===== src/rtl/stream_mux_rr.sv =====
// N-channel valid/ready stream mux with run-time fixed-select or round-robin grant and a one-entry output register.
// Optional packet lock (IN_LAST/OUT_LAST) is compiled in with `define MUX_PKT_LOCK_EN.
module stream_mux_rr #(
  parameter int N  = 4,
  parameter int W  = 8,
  parameter int SW = 2
) (
  input  logic           CLK,
  input  logic           RST_N,
  input  logic [N*W-1:0] IN_DATA,
  input  logic [N-1:0]   IN_VALID,
  output logic [N-1:0]   IN_READY,
  input  logic           MODE,
  input  logic [SW-1:0]  SEL,
  output logic [W-1:0]   OUT_DATA,
  output logic           OUT_VALID,
  input  logic           OUT_READY,
`ifdef MUX_PKT_LOCK_EN
  input  logic [N-1:0]   IN_LAST,
  output logic           OUT_LAST,
`endif
  output logic [SW-1:0]  OUT_CH
);

  // First valid channel after p, scanning upward modulo N; MSB flags a hit.
  function automatic logic [SW:0] rr_pick(input logic [N-1:0] v, input logic [SW-1:0] p);
    logic [SW:0] pick;
    int          j;
    pick = '0;
    for (int i = 1; i <= N; i++) begin
      j = (int'(p) + i) % N;
      if (!pick[SW] && v[j]) begin
        pick[SW]     = 1'b1;
        pick[SW-1:0] = SW'(j);
      end
    end
    return pick;
  endfunction

  logic [(2**SW)-1:0] vld_ext_p0;
  logic               can_load_p0;
  logic               gnt_vld_p0;
  logic [SW-1:0]      gnt_p0;
  logic               xfer_p0;
  logic [W-1:0]       data_p0;
  logic [SW:0]        rr_p0;

  logic               vld_p1;
  logic [W-1:0]       data_p1;
  logic [SW-1:0]      ch_p1;
  logic [SW-1:0]      ptr;
`ifdef MUX_PKT_LOCK_EN
  logic               locked;
  logic               last_p0;
  logic               last_p1;
`endif

  // Stage p0: grant decision and input handshake
  always_comb begin
    vld_ext_p0  = (2**SW)'(IN_VALID);
    can_load_p0 = !vld_p1 || OUT_READY;
    rr_p0       = rr_pick(IN_VALID, ptr);
    gnt_vld_p0  = 1'b0;
    gnt_p0      = '0;
    if (!MODE) begin
      // Out-of-range SEL lands on the zero-extended bits and never grants.
      gnt_vld_p0 = vld_ext_p0[SEL];
      gnt_p0     = SEL;
    end else begin
      gnt_vld_p0 = rr_p0[SW];
      gnt_p0     = rr_p0[SW-1:0];
    end
`ifdef MUX_PKT_LOCK_EN
    // Mid-packet: only the owning channel (still shown on OUT_CH) may continue.
    if (locked) begin
      gnt_p0     = ch_p1;
      gnt_vld_p0 = vld_ext_p0[ch_p1];
    end
`endif
    xfer_p0  = gnt_vld_p0 && can_load_p0;
    IN_READY = '0;
    data_p0  = '0;
`ifdef MUX_PKT_LOCK_EN
    last_p0  = 1'b0;
`endif
    for (int i = 0; i < N; i++) begin
      if (gnt_p0 == SW'(i)) begin
        IN_READY[i] = xfer_p0;
        data_p0     = IN_DATA[i*W +: W];
`ifdef MUX_PKT_LOCK_EN
        last_p0     = IN_LAST[i];
`endif
      end
    end
  end

  // Stage p1: output register
  always_ff @(posedge CLK or negedge RST_N) begin
    if (!RST_N) begin
      vld_p1  <= 1'b0;
      data_p1 <= '0;
      ch_p1   <= '0;
      ptr     <= SW'(N-1);
`ifdef MUX_PKT_LOCK_EN
      locked  <= 1'b0;
      last_p1 <= 1'b0;
`endif
    end else if (xfer_p0) begin
      vld_p1  <= 1'b1;
      data_p1 <= data_p0;
      ch_p1   <= gnt_p0;
      ptr     <= gnt_p0;
`ifdef MUX_PKT_LOCK_EN
      locked  <= !last_p0;
      last_p1 <= last_p0;
`endif
    end else if (OUT_READY) begin
      vld_p1 <= 1'b0;
    end
  end

  assign OUT_VALID = vld_p1;
  assign OUT_DATA  = data_p1;
  assign OUT_CH    = ch_p1;
`ifdef MUX_PKT_LOCK_EN
  assign OUT_LAST  = last_p1;
`endif

endmodule


===== config.mk =====
export PLATFORM = sky130hd
export DESIGN_NAME = stream_mux_rr
export DESIGN_NICKNAME = d
export VERILOG_FILES = /design/src/rtl/stream_mux_rr.sv
export SDC_FILE = /design/constraint.sdc
export NUM_CORES = 1
export LEC_CHECK = 0
export CELL_PAD_IN_SITES_DETAIL_PLACEMENT = 1
export CELL_PAD_IN_SITES_GLOBAL_PLACEMENT = 2
export CORE_AREA = 2 2 78 65
export DETAILED_ROUTE_END_ITERATION = 7
export DIE_AREA = 0 0 80 67
export PLACE_DENSITY_LB_ADDON = 0.1
export SLEW_MARGIN = 20
export SYNTH_ARGS = -nofsm -noshare
export SYNTH_HDL_FRONTEND = slang
export SYNTH_SLANG_ARGS = --single-unit

===== constraint.sdc =====
create_clock -name CLK -period 4.51 [get_ports CLK]
set_input_delay 1.353 -clock CLK [delete_from_list [all_inputs] [get_ports CLK]]
set_output_delay 1.353 -clock CLK [all_outputs]
set_load 0.1 [all_outputs]

---- Word-level counts from Yosys, hierarchy flattened ----
Cells that the tools add are included.
word-level totals
  register bits ........................... 13
  bits of input ports ..................... 42
  output and inout bits ................... 15
  logic and storage cells ................. 65
operators by class
  $add $sub $neg .......................... 4
  magnitude comparators ................... 5
  equal/unequal tests ..................... 3
  mux-type cells .......................... 30
  bitwise operators ....................... 4
  reduce and logical (&&, ||, !) cells .... 15
operators with widths
  cell                                                                           count
  8-bit two-way mux                                                              4
  3-bit by 4-bit less-than comparator with 1-bit output (second input constant)  4
  1-bit two-way mux                                                              16
  3-bit two-way mux                                                              4
  1-bit binary-select mux with 2-bit select                                      5
  2-bit OR reduction                                                             4
  2-bit by 1-bit adder with 2-bit output (second input constant)                 2
  2-bit adder (second input constant)                                            2
  1-bit AND (first input constant)                                               4
  2-bit == test (second input constant)                                          2
  1-bit logical AND                                                              4
  1-bit zero test                                                                4
  2-bit by 3-bit less-than comparator with 1-bit output (second input constant)  1
  2-bit by 1-bit == test with 1-bit output (second input constant)               1
  2-bit zero test                                                                1
  2-bit two-way mux                                                              1
  2-bit nonzero test                                                             1
  1-bit logical OR                                                               1

---- Logic depth before layout (Yosys ltp) ----
  word-level depth ........................ 22
  gate-level depth with buffers ........... 8
  mapped depth without buffers ............ 6

---- Worst setup path before layout ----
Ideal clock, no wire load.
  kind .................................... input-to-output
  from .................................... in IN_VALID[0]
  to ...................................... out IN_READY[3]
  data arrival time ....................... 3.658 ns
  data required time ...................... 3.157 ns
  setup slack ............................. -0.501 ns
  cell stages on the path ................. 7
  path buffers ............................ 2
  cell sequence ........................... nand2b_1 > o21a_1 > a31oi_4 > buf_6 > buf_6 > nand2_1 > nor2b_1
on the way
  longest elaborated chain between the ends .. 16
  elaborated cells between the ends (all ways) .. 29
  those cells by class .................... eq/ne (1); mux (21); reduce/logical (7)
ends and longest elaborated chain
  element                                                 line    RTL
  start: declaration                                      11      input logic [N-1:0] IN_VALID,
  1-bit binary-select mux with 2-bit select               32      if (!pick[SW] && v[j]) begin
  1-bit two-way mux (not written as such) (2 in series)   32
  3-bit two-way mux                                       32
  1-bit zero test                                         32
  1-bit logical AND                                       32
  3-bit two-way mux                                       32
  1-bit zero test                                         32
  1-bit logical AND                                       32
  3-bit two-way mux                                       32
  1-bit zero test                                         32
  1-bit logical AND                                       32
  3-bit two-way mux                                       32
  2-bit two-way mux or 1-bit two-way mux (tied branches)  65      if (!MODE) begin
  2-bit == test or 1-bit logical AND (tied branches)      87, 80
  1-bit two-way mux *                                     87      if (gnt_p0 == SW'(i)) begin
  end: declaration                                        12      output logic [N-1:0] IN_READY,
Mark *: on every way between the ends. The rest lies on a longest branch, timed or not. The select of a mux whose other input is x is not followed.

---- Final worst setup path ----
  from .................................... in IN_VALID[1]
  to ...................................... out IN_READY[0]
on the way
  longest elaborated chain between the ends .. 16
  elaborated cells between the ends (all ways) .. 29
  those cells by class .................... mux (21); reduce/logical (8)
ends and longest elaborated chain
  element                                                 line
  1-bit binary-select mux with 2-bit select               32
  1-bit two-way mux (not written as such) (2 in series)   32
  3-bit two-way mux                                       32
  1-bit zero test                                         32
  1-bit logical AND                                       32
  3-bit two-way mux                                       32
  1-bit zero test                                         32
  1-bit logical AND                                       32
  3-bit two-way mux                                       32
  1-bit zero test                                         32
  1-bit logical AND                                       32
  3-bit two-way mux                                       32
  2-bit two-way mux or 1-bit two-way mux (tied branches)  65
  2-bit zero test or 1-bit logical AND (tied branches)    87, 80
  1-bit two-way mux *                                     87
Marks and branches as above.

==> run metrics <==
internal power component=381 uW; Cell variety after synth=33; min cycle time layout=4.44 ns; ratio of cells with drive above 1 in the final layout=0.267; vias after detailed routing=1048; Max Buffers Root-to-Sink=2; Total Routing Usage GR=0.137; num rows=22; largest incremental delay on the critical path=0.50 ns; area share of the largest cell type after synthesis=0.270; antenna-violating nets left=0; largest net degree at the start of global routing=16; Final Hold Vio Count=0; clock insertion delay at the later pin of the skew report=0.25 ns; TritonCTS clock tree=built; fraction of synthesis flops using an asynchronous set or reset pin=1.00; post-placement cell count=228; Clock power frac=0.135; transition time at the pin with the least slew margin=0.985 ns; final net count=215; largest area contributor in the netlist=sky130_fd_sc_hd__dfrtp_1; cell area after technology mapping=1020 um^2; number of iterations in the first detailed-routing pass=4; height of the chip=67 um; layout overhead on the synthesized area=79.1%; CTS Sinks=13; Worst path slowest cell=sky130_fd_sc_hd__mux4_2; total power consumption of the routed design=794 uW; Crit path arrival time=3.08 ns; wire length per cell after detailed routing=14.9 um; Starting Density=0.226; Post-route DRC=0; cells along the critical path=clkdlybuf4s50_1, mux4_2, mux2i_4, a21oi_2, nor2b_1, and2_2, buf_12; number of setup buffers added after CTS=0; sequential group share of total power=0.223; cell count after synthesis=104; main area contributors after synthesis=sky130_fd_sc_hd__dfrtp_1 (27%), sky130_fd_sc_hd__a221oi_2 (12%), sky130_fd_sc_hd__mux2i_1 (8.8%); global placement routability congestion=0.756; max-slew violations=0; DIE AREA=5360 um^2; synthesized area per cell=9.79 um^2; status=complete, no violations; overflow left after global routing=0; RSZ-0062 raised after global routing=no; Buffers & Inverters on Critical Path=2; leakage=0.000758 uW; f_max=0.225 GHz; kind of cell adding the most delay to the critical path=multiplexers; Die Wd=80 um; maximum ir drop on the vdd rail=0.000212 V; net switching power=412 uW; worst-case headroom to the max-slew limit=0.341; Detailed Route WL=3450 um; PostCTS Resize Cnt=8; number of enable-type register cells in the synthesized netlist=0; final non-filler cell total=232; Syn Nets=146; clock root cell=sky130_fd_sc_hd__clkbuf_8; initial antenna violation count=0; io pins=57; vias in the first global route=1187; crit path kind=input port to primary output; final worst path period share=0.984; type of the most critical hold path=register to register; Reg clk slew, reported paths=0.06 ns; share of synthesized area occupied by flip-flops and latches=0.322; CTS Hold Bufs=0; Critical Path Sink Type=primary output; total clock buffers created by CTS=3; crit path launch type=input port; Yosys warning count=0; via density per instance=4.52; critical path fanouts, max=5; required time of the worst setup path=3.16 ns; final setup skew=0.00437 ns; core region area=4510 um^2; Iter 0 DRT Violations=29; synthesis-stage register bit count=13; PortBufs=56; number of diodes=0; count of max-cap constraint violations=0; HPWL after detailed placement=2820 um; part of the total power dissipated in combinational logic=0.643; switch share=0.520; total of endpoints with negative setup slack in the final report=0; Primary FF master, synth=sky130_fd_sc_hd__dfrtp_1; # H-tree levels=1; wire length of the first global-routing pass=5580 um; power per cell area=435 nW/um^2; filler cell count=525
==> per-stage QoR <==
| step | hold slack [ns] | setup WS [ns] | utilization | TNS (ns) | area, um^2 |
|---|---|---|---|---|---|
| 3_3_place_gp | 0.493 | -0.0454 | 0.390 | -0.0819 | 1760 |
| 3_5_place_dp | 0.501 | -0.160 | 0.390 | -0.348 | 1760 |
| 6_report | 0.521 | 0.0744 | 0.404 | 0 | 1820 |
| 4_1_cts | 0.532 | 0.0614 | 0.404 | 0 | 1820 |
| 2_1_floorplan | 0.505 | 0.00787 | - | 0 | 1030 |
| 5_1_grt | 0.576 | 0.00504 | 0.404 | 0 | 1820 |
==> synth_stat cells, types with 2 or more instances <==
cell type                  count
sky130_fd_sc_hd__nor2_1       14
sky130_fd_sc_hd__dfrtp_1      11
sky130_fd_sc_hd__mux2i_1       9
sky130_fd_sc_hd__a211oi_1      8
sky130_fd_sc_hd__a221oi_2      8
sky130_fd_sc_hd__and2b_1       6
sky130_fd_sc_hd__inv_1         6
sky130_fd_sc_hd__nand2_1       4
sky130_fd_sc_hd__buf_2         3
sky130_fd_sc_hd__buf_6         3
sky130_fd_sc_hd__nor2b_1       3
sky130_fd_sc_hd__o21ai_1       3
sky130_fd_sc_hd__a21oi_1       2
sky130_fd_sc_hd__and2_1        2
sky130_fd_sc_hd__dfstp_2       2
sky130_fd_sc_hd__nand2b_1      2
sky130_fd_sc_hd__o21ai_0       2
==> worst min-delay path, cell delays in order, from the launching register on <==
cell and delay (ns):
sky130_fd_sc_hd__dfrtp_1 0.35, sky130_fd_sc_hd__nor2_1 0.05, sky130_fd_sc_hd__nor2_1 0.08
==> state kept, by name (all words and copies together), names as in the netlist <==
name,count
ptr,2
OUT_CH,2
OUT_DATA,8
OUT_VALID,1
==> final cells by class <==
| class | instances | area (um^2) | area share |
|---|---|---|---|
| clock inverters | 1 | 5.00 | 0.00274 |
| inverters | 7 | 26.3 | 0.0144 |
| clock buffers | 3 | 41.3 | 0.0226 |
| multi-input cells | 77 | 641 | 0.351 |
| flip-flops and latches | 13 | 328 | 0.180 |
| well taps | 60 | 75.1 | 0.0412 |
| repair buffers | 71 | 708 | 0.388 |
==> power by group through the flow <==
| stage | combinational, uW | sequential [uW] | clock, uW |
|---|---|---|---|
| after floorplan | 163 | 371 | 0 |
| after global placement | 506 | 178 | 0 |
| after detailed placement | 512 | 179 | 0 |
| after CTS | 516 | 178 | 114 |
| after global routing | 535 | 183 | 117 |
| final | 510 | 177 | 107 |
==> cell families (layout without fill, tap and decap cells) <==
kind of cell	after synthesis	in the layout	share of synthesized area
xor gates and xnor gates	1	1	0.00860
DFF	13	13	0.322
buffers and inverters	14	82	0.0774
AOI/OAI and AO/OA	29	29	0.269
muxes	11	11	0.133
and+or+nand+nor	36	36	0.190
==> layer usage <==
| metal | vias to the layer above | part of all wire | wire, um | GRT usage |
|---|---|---|---|---|
| li1 | 513 | - | - | - |
| met1 | 502 | 0.45 | 1540 | 0.177 |
| met2 | 29 | 0.48 | 1660 | 0.227 |
| met3 | 4 | 0.066 | 228 | 0.0379 |
| met4 | 0 | 0.0061 | 21 | 0.0339 |
| met5 | - | 0 | 0 | 0 |
==> placed cells by master, fill, tap and decap left out, drive strengths merged, types with 2 or more instances in the layout <==
master and n:
mux2i 10, buf 19, a221oi 8, clkdlybuf4s50 48
nor2 14, a211oi 8, clkbuf 3, o21ai 5
and2b 6, inv 7, nand2 4, and2 2
nor2b 4, a21oi 3, dfstp 2, dlygate4sd2 4
dfrtp 11, nand2b 2
==> path summary, 6_finish.rpt <==
path                       slack, ns             startpoint  depth (start not counted)                      end
max                             0.07            IN_VALID[1]                          7              IN_READY[0]
min                             0.52  OUT_CH[1]$_DFFE_PN0N_                          2    OUT_CH[1]$_DFFE_PN0N_
max reg2reg                     2.41     ptr[0]$_DFFE_PN1N_                          7  OUT_DATA[0]$_DFFE_PN0N_
min reg2reg                     0.52  OUT_CH[1]$_DFFE_PN0N_                          2    OUT_CH[1]$_DFFE_PN0N_
max in group asynchronous       2.61                  RST_N                          1  OUT_DATA[4]$_DFFE_PN0N_
min in group asynchronous       1.50                  RST_N                          1  OUT_DATA[1]$_DFFE_PN0N_
No activity file was read; power rests on OpenSTA's default activity.
